### src/rtl/compute_initiator_pkg.sv
// Shared types and default constants for the compute initiator.
package compute_initiator_pkg;

  localparam int unsigned W_DEF   = 8;
  localparam int unsigned TMO_DEF = 16;
  localparam int unsigned CNT_W   = 8;

  typedef enum logic [1:0] {
    ST_IDLE  = 2'd0,
    ST_ISSUE = 2'd1,
    ST_WAIT  = 2'd2,
    ST_HOLD  = 2'd3
  } state_t;

endpackage

### src/rtl/compute_initiator_wait_counter.sv
// Cycle counter for the WAIT state; term flags the last allowed cycle (TMO-1).
import compute_initiator_pkg::*;

module wait_counter #(
  parameter int unsigned TMO = TMO_DEF
) (
  input  logic clk,
  input  logic rst,
  input  logic clear,
  input  logic enable,
  output logic term
);

  localparam logic [CNT_W-1:0] TERM_VAL = CNT_W'(TMO - 1);

  logic [CNT_W-1:0] count;

  // Clear has priority over enable; the counter is never expected to wrap.
  always_ff @(posedge clk or posedge rst) begin
    if (rst) begin
      count <= '0;
    end else if (clear) begin
      count <= '0;
    end else if (enable) begin
      count <= count + CNT_W'(1);
    end
  end

  assign term = (count == TERM_VAL);

endmodule

### src/rtl/compute_initiator.sv
// Accepts operand pairs, pulses start to the compute side, waits for done
// (with timeout), and holds the captured result until downstream takes it.
import compute_initiator_pkg::*;

module compute_initiator #(
  parameter int unsigned W   = W_DEF,
  parameter int unsigned TMO = TMO_DEF
) (
  input  logic           clk,
  input  logic           rst,
  input  logic           in_valid,
  output logic           in_ready,
  input  logic [W-1:0]   in_a,
  input  logic [W-1:0]   in_b,
  output logic           start,
  output logic [W-1:0]   op_a,
  output logic [W-1:0]   op_b,
  input  logic           done,
  input  logic [2*W-1:0] res_in,
  output logic           out_valid,
  input  logic           out_ready,
  output logic [2*W-1:0] out_data,
  output logic           timeout_err
);

  state_t state;
  state_t state_next;
  logic   latch_in;
  logic   capture;
  logic   set_tmo;
  logic   cnt_clear;
  logic   cnt_en;
  logic   cnt_term;

  wait_counter #(.TMO(TMO)) u_wait_counter (
    .clk    (clk),
    .rst    (rst),
    .clear  (cnt_clear),
    .enable (cnt_en),
    .term   (cnt_term)
  );

  // State register.
  always_ff @(posedge clk or posedge rst) begin
    if (rst) begin
      state <= ST_IDLE;
    end else begin
      state <= state_next;
    end
  end

  // Next-state and datapath control; done beats the timeout in the same cycle.
  always_comb begin
    state_next = state;
    latch_in   = 1'b0;
    capture    = 1'b0;
    set_tmo    = 1'b0;
    cnt_clear  = 1'b0;
    cnt_en     = 1'b0;
    case (state)
      ST_IDLE: begin
        if (in_valid) begin
          latch_in   = 1'b1;
          state_next = ST_ISSUE;
        end
      end
      ST_ISSUE: begin
        cnt_clear  = 1'b1;
        state_next = ST_WAIT;
      end
      ST_WAIT: begin
        cnt_en = 1'b1;
        if (done) begin
          capture    = 1'b1;
          state_next = ST_HOLD;
        end else if (cnt_term) begin
          set_tmo    = 1'b1;
          state_next = ST_IDLE;
        end
      end
      ST_HOLD: begin
        if (out_ready) begin
          state_next = ST_IDLE;
        end
      end
      default: state_next = ST_IDLE;
    endcase
  end

  // Operand, result and sticky error registers.
  always_ff @(posedge clk or posedge rst) begin
    if (rst) begin
      op_a        <= '0;
      op_b        <= '0;
      out_data    <= '0;
      timeout_err <= 1'b0;
    end else begin
      if (latch_in) begin
        op_a <= in_a;
        op_b <= in_b;
      end
      if (capture) begin
        out_data <= res_in;
      end
      if (set_tmo) begin
        timeout_err <= 1'b1;
      end
    end
  end

  // Handshake outputs decoded straight from the state register.
  assign in_ready  = (state == ST_IDLE);
  assign start     = (state == ST_ISSUE);
  assign out_valid = (state == ST_HOLD);

endmodule

### config.mk
export PLATFORM = sky130hd
export DESIGN_NAME = compute_initiator
export DESIGN_NICKNAME = d
export VERILOG_FILES = /design/src/rtl/compute_initiator_pkg.sv /design/src/rtl/compute_initiator_wait_counter.sv /design/src/rtl/compute_initiator.sv
export SDC_FILE = /design/constraint.sdc
export NUM_CORES = 1
export LEC_CHECK = 0
export CAP_MARGIN = 20
export CORE_UTILIZATION = 40
export DETAILED_ROUTE_END_ITERATION = 6
export GPL_TIMING_DRIVEN = 0
export PLACE_DENSITY = 0.75
export SETUP_SLACK_MARGIN = 0.2
export SYNTH_ARGS = -nofsm -noshare
export SYNTH_HDL_FRONTEND = slang
export SYNTH_SLANG_ARGS = --single-unit
### constraint.sdc
create_clock -name clk -period 2.2 [get_ports clk]
set_input_delay 0.44 -clock clk [delete_from_list [all_inputs] [get_ports clk]]
set_output_delay 0.44 -clock clk [all_outputs]
set_load 0.01 [all_outputs]
Word-level counts from Yosys, hierarchy flattened. Cells that the tools add are included.

Flip-flop bits (word level): 43. Word-level logic and storage cells: 33. Input port bits: 37.

Add/sub/neg operators: 1. Multiplexer cells: 16. Equal/unequal tests: 7. Reductions and logical operators: 3.

Operators with widths (number): 2-to-1 mux 8 bit (2); 2-to-1 mux 1 bit (9); adder 8 x 1 -> 8 bit (second input constant) (1); equality test 8 x 4 -> 1 bit (second input constant) (1); 2-to-1 mux 2 bit (4); case mux 2 bit (4 select lines) (1); equality test 2 bit (second input constant) (2); != test 3 bit (second input constant) (1); AND reduction 3 bit (1); equality test 2 x 1 -> 1 bit (second input constant) (1); zero test 2 bit (1); != test 2 x 1 -> 1 bit (second input constant) (1); != test 2 bit (second input constant) (1); nonzero test 2 bit (1).

Depth between registers and ports, before layout. Gate-level depths: netlist of run 1.

Depth after elaboration: 4. Mapped depth: 6. Mapped depth without buffers: 6.

Modules after synthesis. From an unflattened synthesis of run 1, not the netlist that was laid out.

Cell total of the unflattened synthesis: 124. Area total of the unflattened synthesis: 1830.5 um^2.

Modules (own cells, without submodules): compute_initiator (area each 1422.6 um^2, sequential area each 875.8 um^2, instances 1, cells an instance 84); wait_counter (area each 407.9 um^2, sequential area each 200.2 um^2, instances 1, cells an instance 40).

Least setup slack after synthesis of run 1. No wires, ideal clock.

Kind: register to register. Start point: register state[0]. End point: register out_data[0]. Setup time: 0.125 ns. Clock period less this slack: 1.612 ns. Setup slack: 0.588 ns. Stages on the path, launching flop included: 6. Arrival time: 1.487 ns. Path through: dfrtp_1 inv_1 ha_1 nand2_1 buf_2 mux2_2.

Longest elaborated chain between the ends: 2.

Ends and longest elaborated chain: start, declared (RTL line compute_initiator.sv:26) `state_t state;`; start signal, assigned (RTL line compute_initiator.sv:48) `state <= state_next;`; equality test 2 bit (RTL line compute_initiator.sv:60) `case (state)`; 2-to-1 mux 1 bit (RTL line compute_initiator.sv:60); end signal, assigned (RTL line compute_initiator.sv:103) `out_data <= res_in;`; end, declared (RTL line compute_initiator.sv:22) `output logic [2*W-1:0] out_data,`.

Every way passes these cells. A chain may end at the register's enable or synchronous reset.

Worst setup path in the final report of run 1.
Start point: register state[0]. End point: output port out_valid.

Longest elaborated chain between the ends: 1.

Ends and longest elaborated chain: equality test 2 bit (RTL line compute_initiator.sv:114) `assign out_valid = (state == ST_HOLD);`; end, declared (RTL line compute_initiator.sv:20) `output logic out_valid,`.

Every way passes these cells.

==> results of run 1 <==
==> per-layer routing <==
metal / up-vias / wire (µm) / share of wire / global-route usage
li1: 623 / - / - / -
met1: 648 / 1740 / 0.45 / 0.236
met2: 51 / 1800 / 0.47 / 0.266
met3: 6 / 252 / 0.065 / 0.0523
met4: 0 / 61 / 0.016 / 0.0680
met5: - / 0 / 0 / 0
==> timing repair <==
item / CTS / global route
gates resized for setup: 6 / 1
buffers inserted: 1 / 0
setup endpoints to repair: 2 / 1
==> synth_stat cells, types with 2 or more instances <==
| cell | n |
|---|---|
| nor2_1 | 4 |
| o21ai_0 | 5 |
| nand2_1 | 7 |
| a21oi_1 | 2 |
| inv_1 | 7 |
| nand2b_1 | 2 |
| nand3_1 | 3 |
| buf_2 | 2 |
| mux2i_1 | 2 |
| xnor2_1 | 2 |
| mux2_2 | 32 |
| ha_1 | 6 |
| dfrtp_1 | 43 |
| a22o_1 | 2 |
==> per-stage QoR <==
stage / hold slack (ns) / utilization
after global placement: 0.465 / 0.599
final: 0.495 / 0.624
after CTS: 0.493 / 0.624
after detailed placement: 0.465 / 0.599
after global routing: 0.513 / 0.624
after floorplan: 0.482 / -
==> logic make-up after synthesis <==
group / count (synthesis)
DFF: 43
AOI/OAI and AO/OA: 17
muxes: 34
buffers and inverters: 9
xor gates and xnor gates: 2
adders and majority gates: 6
and+or+nand+nor: 21
==> layout make-up <==
cell class,count,area (µm²),area share
Buffer,2,10.0,0.00368
Clock buffer,6,72.6,0.0267
Clock inverter,2,12.5,0.00460
Inverter,7,26.3,0.00967
Multi-Input combinational cell,80,724,0.267
Sequential cell,43,1080,0.396
Tap cell,52,65.1,0.0239
Timing Repair Buffer,73,729,0.268
==> how the worst max path moves through the flow <==
| stage | to | cells past startpoint |
|---|---|---|
| floorplan | out_data[0] | 5 |
| global placement | op_b[5] | 2 |
| detailed placement | op_b[1] | 4 |
| CTS | start | 3 |
| global route | out_data[0] | 5 |
| finish | out_valid | 2 |
==> report_power, final <==
group          switching, mW  internal [mW]
Combinational          0.706           1.06
Sequential             0.210           1.15
Clock                  0.269          0.222
Total                   1.18           2.43
==> registers in the layout (all words and copies together) (netlist names) <==
signal	count
op_a	8
op_b	8
out_data	16
state	2
timeout_err	1
u_wait_counter.count	8
==> results.yml, run 1 <==
run_status:
  status: "finished clean"
floorplan:
  die_h_um: 69.5
  core_um2: 4350
  std_cell_rows: 24
  start_util: 0.419
  io_pins: 73
  fp.dieW_um: 69.5
  die-area_um2: 4830
logic_synthesis:
  synth_edf_count: 0
  seq_area_frac_synth: 0.590
  synth_top_area_share: 0.590
  yosys-top-cells-area: "dfrtp_1 (59%), mux2_2 (20%), ha_1 (4.1%)"
  ys_types: 27
  synth_compound_area_frac: 0.0679
  ys_seq_elements: 43
  synth_xor_area_frac: 0.00960
  avgSynthCellArea_um2: 13.8
  synth_simple_gate_area_share: 0.0631
  syn_nets: 175
  synth_ff_type: "dfrtp_1"
  synth-async-reset-ratio: 1.00
  yosysWarnings: 0
  netlist_area_um2: 1820
  synth_cells: 132
  synth_area_leader_cell: "dfrtp_1"
  synthAdderAreaFrac: 0.0412
  synth.mux.area_fraction: 0.209
  synth_top_family_by_area: "multiplexers"
timing:
  period_needed_ns: 1.89
  skew_ns: 0.00425
  setup_violations: 0
  tightest_slew_ns: 0.877
  fin_crit_sh: 0.861
  hold_viol: 0
  maxSlewHeadroom: 0.414
  drv_slew: 0
  fin_ws_ns: 0.305
  fmax_ghz: 0.528
  rsz0062_at_grt: "no"
  fin_tns_setup_ns: 0
power:
  peakVddDrop_uv: 681
  power.density_nw_per_um2: 1330
  fin_total_pwr_mw: 3.61
  p_leak_nw: 1.19
grt:
  antenna_found_initial: 0
  first_global_vias: 1337
  grt_pass1_wl_um: 6570
  gr-usage-all-layers: 0.175
  grt.overflow.total: 0
  grt_max_degree: 44
final_layout:
  final_nets: 255
  diodes: 0
  final_common_cell: "clkdlybuf4s50_1"
  area_delta_synth_final_pct: 49.0
  postLayoutCellArea_um2: 2720
  drive_gt1_frac: 0.239
  n_fill_cell: 345
  fin_cells: 265
  final_cell_mix: "clkdlybuf4s50_1 (70), dfrtp_1 (42), mux2_2 (32)"
critical_path:
  cp-end-kind: "primary output"
  criticalPathCategory: "flop to primary output"
  rr_worst_depth: 5
  r2r-start: "state[1]"
  critPathLaunch: "state[0]"
  path_buf_inv: 1
  cp_cell_sequence: "ha_1 -> clkdlybuf4s50_1"
  path_delay_family: "buffers and inverters"
  critPathMaxStageDelay_ns: 0.49
  cp_slowest_cell: "clkdlybuf4s50_1"
  crit_arrival_ns: 1.45
  setup.worst_path.start_class: "flop"
  worstPathRequired_ns: 1.76
  r2r_setup_slack_ns: 0.31
  rr_endpoint: "out_data[0]"
  crit_path_max_fanout: 4
clock_network:
  cts_buffer_depth: 2
  root_buffer: "clkbuf_8"
  path_clk_slew_ns: 0.08
  clock-sinks: 43
  cts_hold_buf: 0
  clkLatencyLatePin_ns: 0.29
  h-tree-depth: 2
  cts_buffers: 5
  cts_tree: "yes"
routing:
  via_count: 1328
  ant_nets: 0
  drt_pass1_iterations: 4
  drt_wl_total_um: 3860
  drt-wirelength-per-cell_um: 14.6
  drc: 0
  viasPerCell: 5.01
  dr.first_iter.drc_count: 53
hold_path:
  holdCritPathClass: "flop to flop"
  min_to: "timeout_err"
  whs_path_depth: 1
  hold_start: "timeout_err"
placed_design:
  pre_cts_ws_ns: 0.221
  gp_congestion: 0.740
  post-place-cells: 256
  numPortBuffers: 72
  dp_hpwl_um: 2900
  place_area_um2: 2610
run:
  cap_violations: 0
Note: power is estimated with default switching activity, not from simulation.
==> run 2, diff against run 1 <==
--- a/config.mk
+++ b/config.mk
@@ -6,7 +6,9 @@
 export NUM_CORES = 1
 export LEC_CHECK = 0
 export CAP_MARGIN = 20
+export CORE_MARGIN = 1
 export CORE_UTILIZATION = 40
+export CTS_BUF_LIST = sky130_fd_sc_hd__clkbuf_2 sky130_fd_sc_hd__clkbuf_4 sky130_fd_sc_hd__clkbuf_8
 export DETAILED_ROUTE_END_ITERATION = 6
 export GPL_TIMING_DRIVEN = 0
 export PLACE_DENSITY = 0.75
==> run 2 against run 1 <==
Effect of this change:
- global-route usage did not move
- largest cell class unchanged
- core utilization is 0.086 points higher
- clock power rose by 3%
- combinational power about the same
- highest routed layer unchanged
- register-to-register slack is essentially flat
- critical path type unchanged
- sequential share of layout area decreased by 0.055 points
- count of clock-buffer cells in the layout unchanged
- flip-flop and latch count is the same
- non-clock buffer count unchanged
- cell count unchanged
- die area did not move
==> results.yml, run 2 (same netlist as run 1, synthesis figures left out) <==
critical_path:
  r2r-start: "state[1]"
  crit_path_max_fanout: 4
  cp-end-kind: "primary output"
  criticalPathCategory: "flop to primary output"
  cp_slowest_cell: "clkdlybuf4s50_1"
  setup.worst_path.start_class: "flop"
  r2r_setup_slack_ns: 0.31
  cp_cell_sequence: "ha_1 -> clkdlybuf4s50_1"
  critPathLaunch: "state[0]"
  worstPathRequired_ns: 1.76
  crit_arrival_ns: 1.45
  critPathMaxStageDelay_ns: 0.49
floorplan:
  io_pins: 73
  core_um2: 4350
  die-area_um2: 4830
  std_cell_rows: 24
  die_h_um: 69.5
  fp.dieW_um: 69.5
  start_util: 0.419
grt:
  grt_max_degree: 44
  grt_pass1_wl_um: 6570
  first_global_vias: 1337
  gr-usage-all-layers: 0.175
  grt.overflow.total: 0
  antenna_found_initial: 0
power:
  peakVddDrop_uv: 681
  power.density_nw_per_um2: 1330
  p_leak_nw: 1.19
  fin_total_pwr_mw: 3.63
placed_design:
  dp_hpwl_um: 2900
  gp_congestion: 0.740
  numPortBuffers: 72
  post-place-cells: 256
timing:
  tightest_slew_ns: 0.877
  period_needed_ns: 1.89
  hold_viol: 0
  fmax_ghz: 0.528
  fin_tns_setup_ns: 0
  maxSlewHeadroom: 0.414
  fin_hold_ws_ns: 0.495
  rsz0062_at_grt: "no"
  fin_crit_sh: 0.861
  setup_violations: 0
  drv_slew: 0
  skew_ns: 0.00425
final_layout:
  largest_reg_flops: 16
  final_common_cell: "clkdlybuf4s50_1"
  final_nets: 255
  fin_cells: 265
  regMostFlops: "out_data"
  area_delta_synth_final_pct: 49.2
  n_fill_cell: 345
  utilization: 0.625
  drive_gt1_frac: 0.244
  final_cell_mix: "clkdlybuf4s50_1 (70), dfrtp_1 (42), mux2_2 (32)"
  diodes: 0
clock_network:
  clock-sinks: 43
  cts_hold_buf: 0
  cts_tree: "yes"
  clkLatencyLatePin_ns: 0.29
  h-tree-depth: 2
  root_buffer: "clkbuf_8"
  cts_buffer_depth: 2
  path_clk_slew_ns: 0.08
  cts_buffers: 5
run:
  cap_violations: 0
routing:
  drc: 0
  viasPerCell: 5.01
  dr.first_iter.drc_count: 53
  drt_pass1_iterations: 4
  drt-wirelength-per-cell_um: 14.6
  drt_wl_total_um: 3860
  ant_nets: 0
  via_count: 1328
hold_path:
  holdCritPathClass: "flop to flop"
  hold_start: "timeout_err"
run_status:
  status: "finished clean"
run 2: timing repair:
action / 4_1_cts / 5_1_grt
setup buffers: 1 / 0
gates cloned: 0 / 0
endpoints found under the setup margin: 2 / 1
resized for setup: 6 / 1
run 2: path summary, 6_finish.rpt:
kind                          endpoint  cells after the start
max                          out_valid                      2
min                        timeout_err                      1
max reg2reg                out_data[0]                      5
min reg2reg                timeout_err                      1
max in group asynchronous     state[0]                      2
min in group asynchronous  out_data[5]                      2
run 2: power by group:
part / total [mW] / leakage [nW] / switching (mW) / internal [mW]
clock network: 0.503 / 0.0446 / 0.269 / 0.234
registers: 1.36 / 0.525 / 0.210 / 1.15
logic: 1.77 / 0.620 / 0.706 / 1.06
total: 3.63 / 1.19 / 1.18 / 2.44
run 2: per-stage QoR:
stage	worst slack, ns	instance area, µm²
final	0.305	2720
after global routing	0.208	2720
after CTS	0.218	2720
after detailed placement	0.221	2610
after global placement	-0.0522	2610
after floorplan	0.588	1820
run 2: area by class of cell:
| type | instances | area, µm² | share of cell area |
|---|---|---|---|
| Inverter | 7 | 26.3 | 0.00966 |
| Timing Repair Buffer | 73 | 729 | 0.268 |
| Clock inverter | 2 | 12.5 | 0.00460 |
| Clock buffer | 6 | 76.3 | 0.0280 |
| Multi-Input combinational cell | 80 | 724 | 0.266 |
| Tap cell | 52 | 65.1 | 0.0239 |
| Sequential cell | 43 | 1080 | 0.396 |
| Buffer | 2 | 10.0 | 0.00368 |
run 2: routing by layer:
layer / GRT usage / wire, µm / vias up / part of all wire
met2: 0.266 / 1800 / 51 / 0.47
li1: - / - / 623 / -
met3: 0.0523 / 252 / 6 / 0.065
met4: 0.0680 / 61 / 0 / 0.016
met5: 0 / 0 / - / 0
met1: 0.236 / 1740 / 648 / 0.45
run 2: critical path: cells and delay by family (launching register included):
kind                     cells  cell delay (ns)
buffers and inverters        1             0.49
flip-flops                   1             0.45
adder cells (fa/ha/maj)      1             0.22
==> run 3, diff against run 2 <==
--- a/config.mk
+++ b/config.mk
@@ -6,12 +6,13 @@
 export NUM_CORES = 1
 export LEC_CHECK = 0
 export CAP_MARGIN = 20
+export CORE_ASPECT_RATIO = 0.5
 export CORE_MARGIN = 1
-export CORE_UTILIZATION = 40
+export CORE_UTILIZATION = 44
 export CTS_BUF_LIST = sky130_fd_sc_hd__clkbuf_2 sky130_fd_sc_hd__clkbuf_4 sky130_fd_sc_hd__clkbuf_8
 export DETAILED_ROUTE_END_ITERATION = 6
 export GPL_TIMING_DRIVEN = 0
-export PLACE_DENSITY = 0.75
+export PLACE_DENSITY = 0.81
 export SETUP_SLACK_MARGIN = 0.2
 export SYNTH_ARGS = -nofsm -noshare
 export SYNTH_HDL_FRONTEND = slang
==> run 3 against run 2 <==
Effect of this change:
- count of clock-buffer cells in the layout decreased by 1
- total power increased by 5.8%
- via count increased by 0.15%
- global-route usage increased by 0.65 points
- routed wire length decreased by 3.4%
- die area decreased by 8.5%
- setup slack improved by 0.00088 ns
- hold slack got worse by 0.0025 ns
- largest cell class unchanged
- largest power group unchanged
- highest routed layer unchanged
==> results.yml, run 3 (same netlist as run 1, synthesis figures left out) <==
run_status:
  status: "finished clean"
floorplan:
  die-area_um2: 4420
  io_pins: 73
  std_cell_rows: 16
  start_util: 0.463
  core_um2: 3940
  fp.dieW_um: 93.1
  die_h_um: 47.5
routing:
  routed-wl-met3_um: 151
  drt-wirelength-per-cell_um: 14.0
  wl_met2_um: 1980
  routed.top_layer: "met4"
  m1WireLength_um: 1560
  drc: 0
  drt_pass1_iterations: 4
  viasPerCell: 5.00
  dr.first_iter.drc_count: 41
  drt_wl_total_um: 3730
  via_count: 1330
  ant_nets: 0
grt:
  grt_max_degree: 44
  first_global_vias: 1234
  gr-usage-all-layers: 0.182
  antenna_found_initial: 0
  grt_pass1_wl_um: 5920
  grt.overflow.total: 0
hold_path:
  holdCritPathClass: "flop to flop"
placed_design:
  numPortBuffers: 72
  gp_congestion: 0.829
  dp_hpwl_um: 2780
  place_area_um2: 2610
timing:
  setup_violations: 0
  fin_tns_setup_ns: 0
  tightest_slew_ns: 0.880
  fin_crit_sh: 0.861
  hold_viol: 0
  skew_ns: 0.00842
  fmax_ghz: 0.528
  period_needed_ns: 1.89
  drv_slew: 0
  maxSlewHeadroom: 0.412
  rsz0062_at_grt: "no"
critical_path:
  setup.worst_path.start_class: "flop"
  worstPathRequired_ns: 1.76
  criticalPathCategory: "flop to primary output"
  crit_arrival_ns: 1.45
  crit_path_max_fanout: 4
  cp-end-kind: "primary output"
clock_network:
  clock-sinks: 43
  h-tree-depth: 2
  path_clk_slew_ns: 0.08
  cts_tree: "yes"
  clkLatencyLatePin_ns: 0.30
  cts_setup_buffers: 0
  cts_buffer_depth: 2
  root_buffer: "clkbuf_8"
  cts_buffers: 5
power:
  p_sw_frac: 0.309
  clockPowerShare: 0.190
  peakVddDrop_uv: 671
  p_comb_frac: 0.454
  fin_total_pwr_mw: 3.84
  power.internal_mw: 2.65
  pwr-share-seq: 0.356
  p_leak_nw: 1.20
  power_switching_mw: 1.19
  power.density_nw_per_um2: 1390
run:
  cap_violations: 0
final_layout:
  final_nets: 254
  final_cell_mix: "clkdlybuf4s50_1 (70), dfrtp_1 (41), mux2_2 (32)"
  n_fill_cell: 285
  drive_gt1_frac: 0.245
  largest_reg_flops: 16
  regMostFlops: "out_data"
  area_delta_synth_final_pct: 51.6
  diodes: 0
  final_common_cell: "clkdlybuf4s50_1"
  postLayoutCellArea_um2: 2770
-- run 3: cell count changes in the layout (fill, tap and decap cells not counted) --
cell / change
dfrtp_1: -1
clkbuf_4: -1
bufinv_16: +2
dfrtp_2: +1
clkinv_2: -1
buf_4: -1
-- run 3: routing by layer --
layer  global-route usage  vias to the layer above
li1                     -                      621
met4               0.0831                        0
met3               0.0444                        5
met2                0.344                       31
met1                0.207                      673
met5                    0                        -
-- run 3: critical path: stages (launching register included) --
cell and delay (ns):
dfrtp_2 0.45, ha_1 0.22, clkdlybuf4s50_1 0.49
-- run 3: final timing paths --
check	to	slack, ns	startpoint	cells after the start
max	out_valid	0.31	state[0]	2
min	timeout_err	0.49	timeout_err	1
max reg2reg	out_data[1]	0.44	state[0]	5
min reg2reg	timeout_err	0.49	timeout_err	1
max in group asynchronous	state[1]	0.94	rst	2
min in group asynchronous	out_data[4]	0.65	rst	2
-- run 3: repair_timing --
action / 4_1_cts / 5_1_grt
hold buffers: 0 / 0
setup endpoints to repair: 2 / 1
pin swaps: 0 / 0
gates cloned: 0 / 0
resized for setup: 6 / 2
-- run 3: cell type report --
cell class	instances	area, µm²	area share
repair buffers	72	722	0.261
well taps	54	67.6	0.0244
clock inverters	3	67.6	0.0244
flip-flops and latches	43	1080	0.390
clock buffers	5	68.8	0.0249
multi-input cells	80	724	0.262
inverters	7	26.3	0.00950
plain buffers	2	10.0	0.00362
-- run 3: per-stage QoR --
step	cells	util	setup slack, ns	hold WS, ns
CTS	266	0.700	0.167	0.506
floorplan	132	-	0.588	0.482
global placement	258	0.662	-0.101	0.472
global route	266	0.701	0.258	0.521
detailed placement	258	0.662	0.269	0.484
finish	266	0.701	0.306	0.493
-- run 3: power groups by stage --
stage	clock network [mW]	registers (mW)	logic (mW)
finish	0.728	1.37	1.74
global placement	0	1.34	1.70
CTS	0.745	1.36	1.77
global route	0.776	1.41	1.88
floorplan	0	1.49	0.732
detailed placement	0	1.37	1.74
